--- src/rtl/ex_flags_stage.sv ---
`timescale 1ns/1ps
// Execute-stage flag unit: evaluates condition codes against the committed NZCV,
// updates the status register and buffers results in a 2-entry writeback FIFO.
module ex_flags_stage (
    input  logic        clk,
    input  logic        rst,
    input  logic        in_valid,
    output logic        in_ready,
    input  logic [31:0] ALU_out,
    input  logic [31:0] flags,
    input  logic [3:0]  in_rd,
    input  logic [3:0]  in_cond,
    input  logic        in_setf,
    input  logic        flush,
    output logic        wb_valid,
    input  logic        wb_ready,
    output logic [31:0] wb_data,
    output logic [3:0]  wb_rd,
    output logic        wb_en,
    output logic [31:0] status_reg,
    output logic [15:0] retired
);

    localparam int unsigned DATA_W = 32;
    localparam int unsigned RD_W   = 4;
    localparam int unsigned DEPTH  = 2;
    localparam int unsigned CNT_W  = 2;
    localparam int unsigned RET_W  = 16;

    logic [DATA_W-1:0] r_data [DEPTH];
    logic [RD_W-1:0]   r_rd   [DEPTH];
    logic              r_pass [DEPTH];
    logic              r_wr_ptr;
    logic              r_rd_ptr;
    logic [CNT_W-1:0]  r_count;
    logic [3:0]        r_status;
    logic [RET_W-1:0]  r_retired;

    logic w_n, w_z, w_c, w_v;
    logic w_pass;
    logic w_accept;
    logic w_pop;
    logic w_unused_flags;

    assign w_unused_flags = ^flags[27:0];
    assign {w_n, w_z, w_c, w_v} = r_status;

    assign in_ready   = (r_count < CNT_W'(DEPTH));
    assign wb_valid   = (r_count != '0);
    assign wb_data    = r_data[r_rd_ptr];
    assign wb_rd      = r_rd[r_rd_ptr];
    assign wb_en      = r_pass[r_rd_ptr];
    assign status_reg = {r_status, 28'h0000000};
    assign retired    = r_retired;

    assign w_accept = in_valid && in_ready && !flush;
    assign w_pop    = wb_valid && wb_ready && !flush;

    // Condition evaluated against the status value before this cycle's update
    always_comb begin
        w_pass = 1'b0;
        case (in_cond)
            4'h0:    w_pass = w_z;
            4'h1:    w_pass = !w_z;
            4'h2:    w_pass = w_c;
            4'h3:    w_pass = !w_c;
            4'h4:    w_pass = w_n;
            4'h5:    w_pass = !w_n;
            4'h6:    w_pass = w_v;
            4'h7:    w_pass = !w_v;
            4'h8:    w_pass = w_c && !w_z;
            4'h9:    w_pass = !w_c || w_z;
            4'hA:    w_pass = (w_n == w_v);
            4'hB:    w_pass = (w_n != w_v);
            4'hC:    w_pass = !w_z && (w_n == w_v);
            4'hD:    w_pass = w_z || (w_n != w_v);
            4'hE:    w_pass = 1'b1;
            default: w_pass = 1'b0;
        endcase
    end

    always_ff @(posedge clk or posedge rst) begin
        if (rst) begin
            r_status <= '0;
        end else if (w_accept && w_pass && in_setf) begin
            r_status <= flags[31:28];
        end
    end

    always_ff @(posedge clk or posedge rst) begin
        if (rst) begin
            for (int i = 0; i < DEPTH; i++) begin
                r_data[i] <= '0;
                r_rd[i]   <= '0;
                r_pass[i] <= 1'b0;
            end
            r_wr_ptr  <= 1'b0;
            r_rd_ptr  <= 1'b0;
            r_count   <= '0;
            r_retired <= '0;
        end else if (flush) begin
            r_wr_ptr <= 1'b0;
            r_rd_ptr <= 1'b0;
            r_count  <= '0;
        end else begin
            if (w_accept) begin
                r_data[r_wr_ptr] <= ALU_out;
                r_rd[r_wr_ptr]   <= in_rd;
                r_pass[r_wr_ptr] <= w_pass;
                r_wr_ptr         <= ~r_wr_ptr;
            end
            if (w_pop) begin
                r_rd_ptr <= ~r_rd_ptr;
                if (r_pass[r_rd_ptr]) begin
                    r_retired <= r_retired + RET_W'(1);
                end
            end
            case ({w_accept, w_pop})
                2'b10:   r_count <= r_count + CNT_W'(1);
                2'b01:   r_count <= r_count - CNT_W'(1);
                default: r_count <= r_count;
            endcase
        end
    end

endmodule

--- config.mk ---
export PLATFORM = sky130hd
export DESIGN_NAME = ex_flags_stage
export DESIGN_NICKNAME = d
export VERILOG_FILES = /design/src/rtl/ex_flags_stage.sv
export SDC_FILE = /design/constraint.sdc
export NUM_CORES = 1
export LEC_CHECK = 0
export CAP_MARGIN = 10
export CORE_AREA = 2 2 106 108
export DETAILED_ROUTE_END_ITERATION = 8
export DIE_AREA = 0 0 108 110
export GPL_TIMING_DRIVEN = 0
export PLACE_DENSITY = 0.8
export SLEW_MARGIN = 40
export SYNTH_ARGS = -nofsm -noshare
export SYNTH_HDL_FRONTEND = slang
export SYNTH_SLANG_ARGS = --single-unit
--- constraint.sdc ---
create_clock -name clk -period 4.5 [get_ports clk]
set_clock_uncertainty 0.05 [all_clocks]
set_input_delay 0.9 -clock clk [delete_from_list [all_inputs] [get_ports clk]]
set_output_delay 0.9 -clock clk [all_outputs]
set_load 0.01 [all_outputs]
# == Word-level counts from Yosys, hierarchy flattened ==
# Cells that the tools add are included.
# classes
addsub,3
mul,0
div,0
order_cmp,4
eq_ne,18
n_shift,0
n_mux,25
bitwise_logic,5
reduce_logical,23
# op_table
cell,n
two-way mux 32 bit,4
bitwise mux 64 bit,1
demux 32 bit (select 1 bit),1
equality test 4 bit (second input constant),7
adder 16 x 1 -> 16 bit (second input constant),1
equality test 4 x 3 -> 1 bit (second input constant),4
two-way mux 4 bit,4
one-hot mux 1 bit (15 select lines),1
logical AND 1 bit,9
bitwise mux 8 bit,1
equality test 4 x 2 -> 1 bit (second input constant),2
two-way mux 1 bit,8
nonzero test 2 bit,3
zero test 1 bit,5
demux 4 bit (select 1 bit),1
equality test 4 x 1 -> 1 bit (second input constant),1
greater-or-equal comparator 2 bit (second input constant),2
zero test 4 bit,1
NOT 1 -> 2 bit,2
one-hot mux 2 bit (2 select lines),1
NOT 1 bit,3
AND reduction 3 bit,1
nonzero test 3 bit,1
adder 2 x 1 -> 2 bit (second input constant),1
other kinds (12),13
# word_totals
reg_bits,98
latch_bits,0
ram_bits,0
rom_bits,0
in_bits,78
output_inout_bits,87
word_cells,89
n_memories,0

# == Logic depth before layout (Yosys ltp) ==
# Gate-level depths: netlist of run 1.
# logic_depth
ltp_word,6
mapped_depth,7
ltp_nobuf,5

# == Least setup slack after synthesis of run 1 ==
# Ideal clock, no wire load.
# synth_timing
path_type,input to register
startpoint,in in_cond[2]
endpoint,reg r_status[0]
setup_time_ns,0.128
t_arrival_ns,2.318
required_ns,4.322
slack_ns,2.004
stages,6
n_path_buf,1
cell_sequence,buf_6 nand3b_1 and4b_1 or3_4 a41oi_2 mux2_1
# synth_via
elab_chain_cells,4
elab_cells_between_ends,18
classes_between,eq/ne: 14; mux: 1; reduce/logical: 3
# synth_lines
element,line_no,rtl
"start, declared",12,"input logic [3:0] in_cond,"
equality test 4 bit (tied with other cells),62,case (in_cond)
one-hot mux 1 bit (15 select lines) *,62,
logical AND 1 bit * (2 in a row),85,end else if (w_accept && w_pass && in_setf) begin
"end signal, assigned",86,r_status <= flags[31:28];
"end, declared",36,logic [3:0] r_status;
# Every way passes the cells marked *; elsewhere a longest branch is shown, timed or not.
# A chain may end at the register's enable or synchronous reset.

# == Worst setup path in the final report of run 1 ==
# layout_timing
startpoint,reg r_rd_ptr
endpoint,out wb_rd[0]
# layout_via
elab_chain_cells,4
# layout_lines
element,line_no,rtl
"start, declared",34,logic r_rd_ptr;
"start signal, assigned",113,r_rd_ptr <= ~r_rd_ptr;
NOT 1 -> 2 bit (implied by the code),51,assign wb_rd = r_rd[r_rd_ptr];
two-way mux 4 bit (implied by the code) (3 in a row),51,
"end, declared",18,"output logic [3:0] wb_rd,"
# No other way between the ends. The select of a mux whose other input is x is not followed.

==> out/metrics.cfg, run 1 <==
[cts]
clk_pin_slew_ns = 0.09
cts_max_level = 3
clock_sinks = 98
post_cts_resized = 0
root_buffer = clkbuf_8
clock_latency_ns = 0.35
tritoncts = done
cts_buffers = 9
cts_hold_buf = 0
post_cts_buffers = 0
cts_buffer_depth = 2

[timing]
period_needed_ns = 3.67
relSlewSlack_pct = 53.6
setup_viol_count_final = 0
max_freq_mhz = 273
fin_crit_sh_pct = 81.5
drv_slew = 0
grt_setup_unrepaired = false
worst_pin_slew_ns = 0.696
fin_setup_tns_ns = 0
hold_viol = 0
worst_slack_ns = 0.834

[die]
die_w_um = 108
rows = 38
boundaryPins = 165
die_y_um = 110
core_sq_mm = 0.0107
start_util_pct = 43.8
die_area_sq_mm = 0.0119

[global_routing]
grt_max_degree = 51
grt_usage_pct = 16.4
antenna_found_initial = 0
grt_overflow = 0
grt_pass1_wl_um = 15200
grt_pass1_vias = 3224

[route]
drt-initial-drc-count = 87
drcViolationCount = 0
wl_per_cell_um = 14.9
num_vias = 3141
drtAntennaViolNets = 0
wl_um = 9610
via_per_inst = 4.86
first_pass_iters = 4

[logic_synthesis]
ys_seq_area_share_pct = 52.3
synthTopCellsByCount = dfrtp_1 (98), mux2_1 (73), mux2_2 (40)
synthArstFlopShare_pct = 100
ys_warn_count = 0
synth_top_area_share_pct = 52.3
yosys.area.top_type = dfrtp_1
synthCells = 357
synthDistinctLibCells = 43
yosysMostFrequentCell = dfrtp_1
ys_seq_elements = 98
synthTopCellsByArea = dfrtp_1 (52%), mux2_1 (18%), mux2_2 (9.6%), buf_4 (4.6%), xnor2_1 (1.9%)
synth_ff_type = dfrtp_1
post_synth.cell_area_avg_sq_um = 13.1
synth_area_sq_mm = 0.00469
synth_edf_count = 0

[final_layout]
n_antenna_cell = 0
final_cells = 646
final_area_sq_mm = 0.00624
synthToLayoutAreaGrowth_pct = 33.1
drive_gt1_share_pct = 19.8
finalNetCount = 580
post-route-util_pct = 58.3

[placed_design]
place_ws_ns = 1.16
place_congestion = 0.778
dp.cells = 630
place_hpwl_um = 6990
numPortBuffers = 105
dpl_cell_area_sq_mm = 0.00605

[power]
powerDensity_mw_per_mm2 = 423
vdd_drop_max_mv = 0.263
p_leak_nw = 2.71

[setup_path]
worst_ep_required_time_ns = 3.55
path_class = flip-flop to output pin
cp_max_fo = 10
cp.arrival_ns = 2.72
critPathLaunchType = flip-flop
worstSetupEndpointType = output pin

[run]
maxCapViolations = 0

[run_status]
outcome = completed

[hold_path]
hold_path.class = flip-flop to flip-flop

==> worst max-delay path, cell delays in order (launching register included) <==
cell,delay [ns]
dfrtp_1,0.37
clkbuf_1,0.48
clkbuf_1,0.60
mux2_2,0.42
clkdlybuf4s50_1,0.49
==> state kept, by name, indices dropped and copies added, names as in the netlist <==
signal,flops
r_wr_ptr,1
r_data,64
r_pass,2
retired,16
r_status,4
r_rd,8
r_rd_ptr,1
r_count,2
==> final cells by class <==
cell class	instances	area [sq um]
plain buffers	43	287
clock buffers	13	169
clock inverters	3	21.3
fillers	883	4460
inverters	5	23.8
multi-input cells	238	2030
flip-flops and latches	98	2450
well taps	140	175
repair buffers	106	1080
==> placed cells by master, fill, tap and decap left out, types with 2 or more instances in the layout <==
cell | synthesis | layout
a21oi_1 | 2 | 2
a31oi_1 | 2 | 2
and2_1 | 2 | 2
and3_1 | 3 | 3
buf_2 | 7 | 7
buf_4 | 29 | 29
clkbuf_1 | 6 | 7
clkbuf_8 | 0 | 12
clkdlybuf4s50_1 | 0 | 105
conb_1 | 1 | 28
dfrtp_1 | 98 | 98
inv_1 | 5 | 4
inv_6 | 0 | 2
mux2_1 | 73 | 73
mux2_2 | 40 | 40
mux2i_1 | 3 | 3
nand2_1 | 8 | 8
nand2b_1 | 4 | 4
nand3_1 | 7 | 7
nand3b_1 | 2 | 2
nand4_1 | 4 | 4
nor2_1 | 11 | 11
nor2b_1 | 2 | 2
nor3_1 | 3 | 3
nor3b_1 | 5 | 5
o21ai_0 | 2 | 2
o22ai_1 | 2 | 2
xnor2_1 | 10 | 10
xor2_1 | 9 | 9
==> worst paths after layout <==
check	startpoint	endpoint	slack, ns	cells after the start
setup reg to reg	r_count[1]	r_data[27]	2.34	6
min in group asynchronous	rst	r_data[23]	0.90	2
hold / removal	retired[15]	retired[15]	0.43	1
max in group asynchronous	rst	r_rd[6]	2.89	3
hold reg to reg	retired[15]	retired[15]	0.43	1
setup / recovery	r_rd_ptr	wb_rd[0]	0.83	4
==> stage by stage <==
step / power [mW] / hold slack (ns)
6_report: 2.64 / 0.425
5_1_grt: 2.80 / 0.437
4_1_cts: 2.67 / 0.432
3_5_place_dp: 2.12 / 0.420
3_3_place_gp: 2.07 / 0.410
2_1_floorplan: 1.71 / 0.400
==> layer usage <==
layer,track usage [%],routed length (um),vias up
li1,-,-,1484
met1,20.3,4140,1562
met2,28.5,4790,85
met3,4.06,565,10
met4,5.22,115,0
met5,0,0,-
==> power breakdown <==
part / switching, mW / internal, mW / total, mW
Combinational: 0.324 / 0.518 / 0.842
Sequential: 0.144 / 1.11 / 1.25
Clock: 0.294 / 0.248 / 0.542
==> kinds of logic (layout without fill, tap and decap cells) <==
logic type / after synthesis / count (layout) / synth area share [%]
compound gates: 15 / 15 / 2.24
xor+xnor: 19 / 19 / 3.55
fa+ha+maj: 1 / 1 / 0.267
buf+inv: 48 / 170 / 6.51
flops: 98 / 98 / 52.3
mux: 116 / 116 / 27.8
other cells: 1 / 28 / 0.0800
simple gates: 59 / 59 / 7.26
No activity file was read; power rests on OpenSTA's default activity.
==> inputs of run 2 (changes only) <==
==> constraint.sdc (replaced) <==
create_clock -name clk -period 3.7 [get_ports clk]
set_clock_uncertainty 0.05 [all_clocks]
set_input_delay 0.74 -clock clk [delete_from_list [all_inputs] [get_ports clk]]
set_output_delay 0.74 -clock clk [all_outputs]
set_load 0.01 [all_outputs]
==> results of run 2 <==
Same layout as run 1 (identical final DEF). Status: completed.
Among the figures that moved: setup slack after placement 1.16 ns -> 0.516 ns; setup slack after layout 0.834 ns -> 0.194 ns; register-to-register setup slack 2.34 ns -> 1.54 ns; total power 2.64 mW -> 3.21 mW; worst IR drop on VDD 0.263 mV -> 0.320 mV
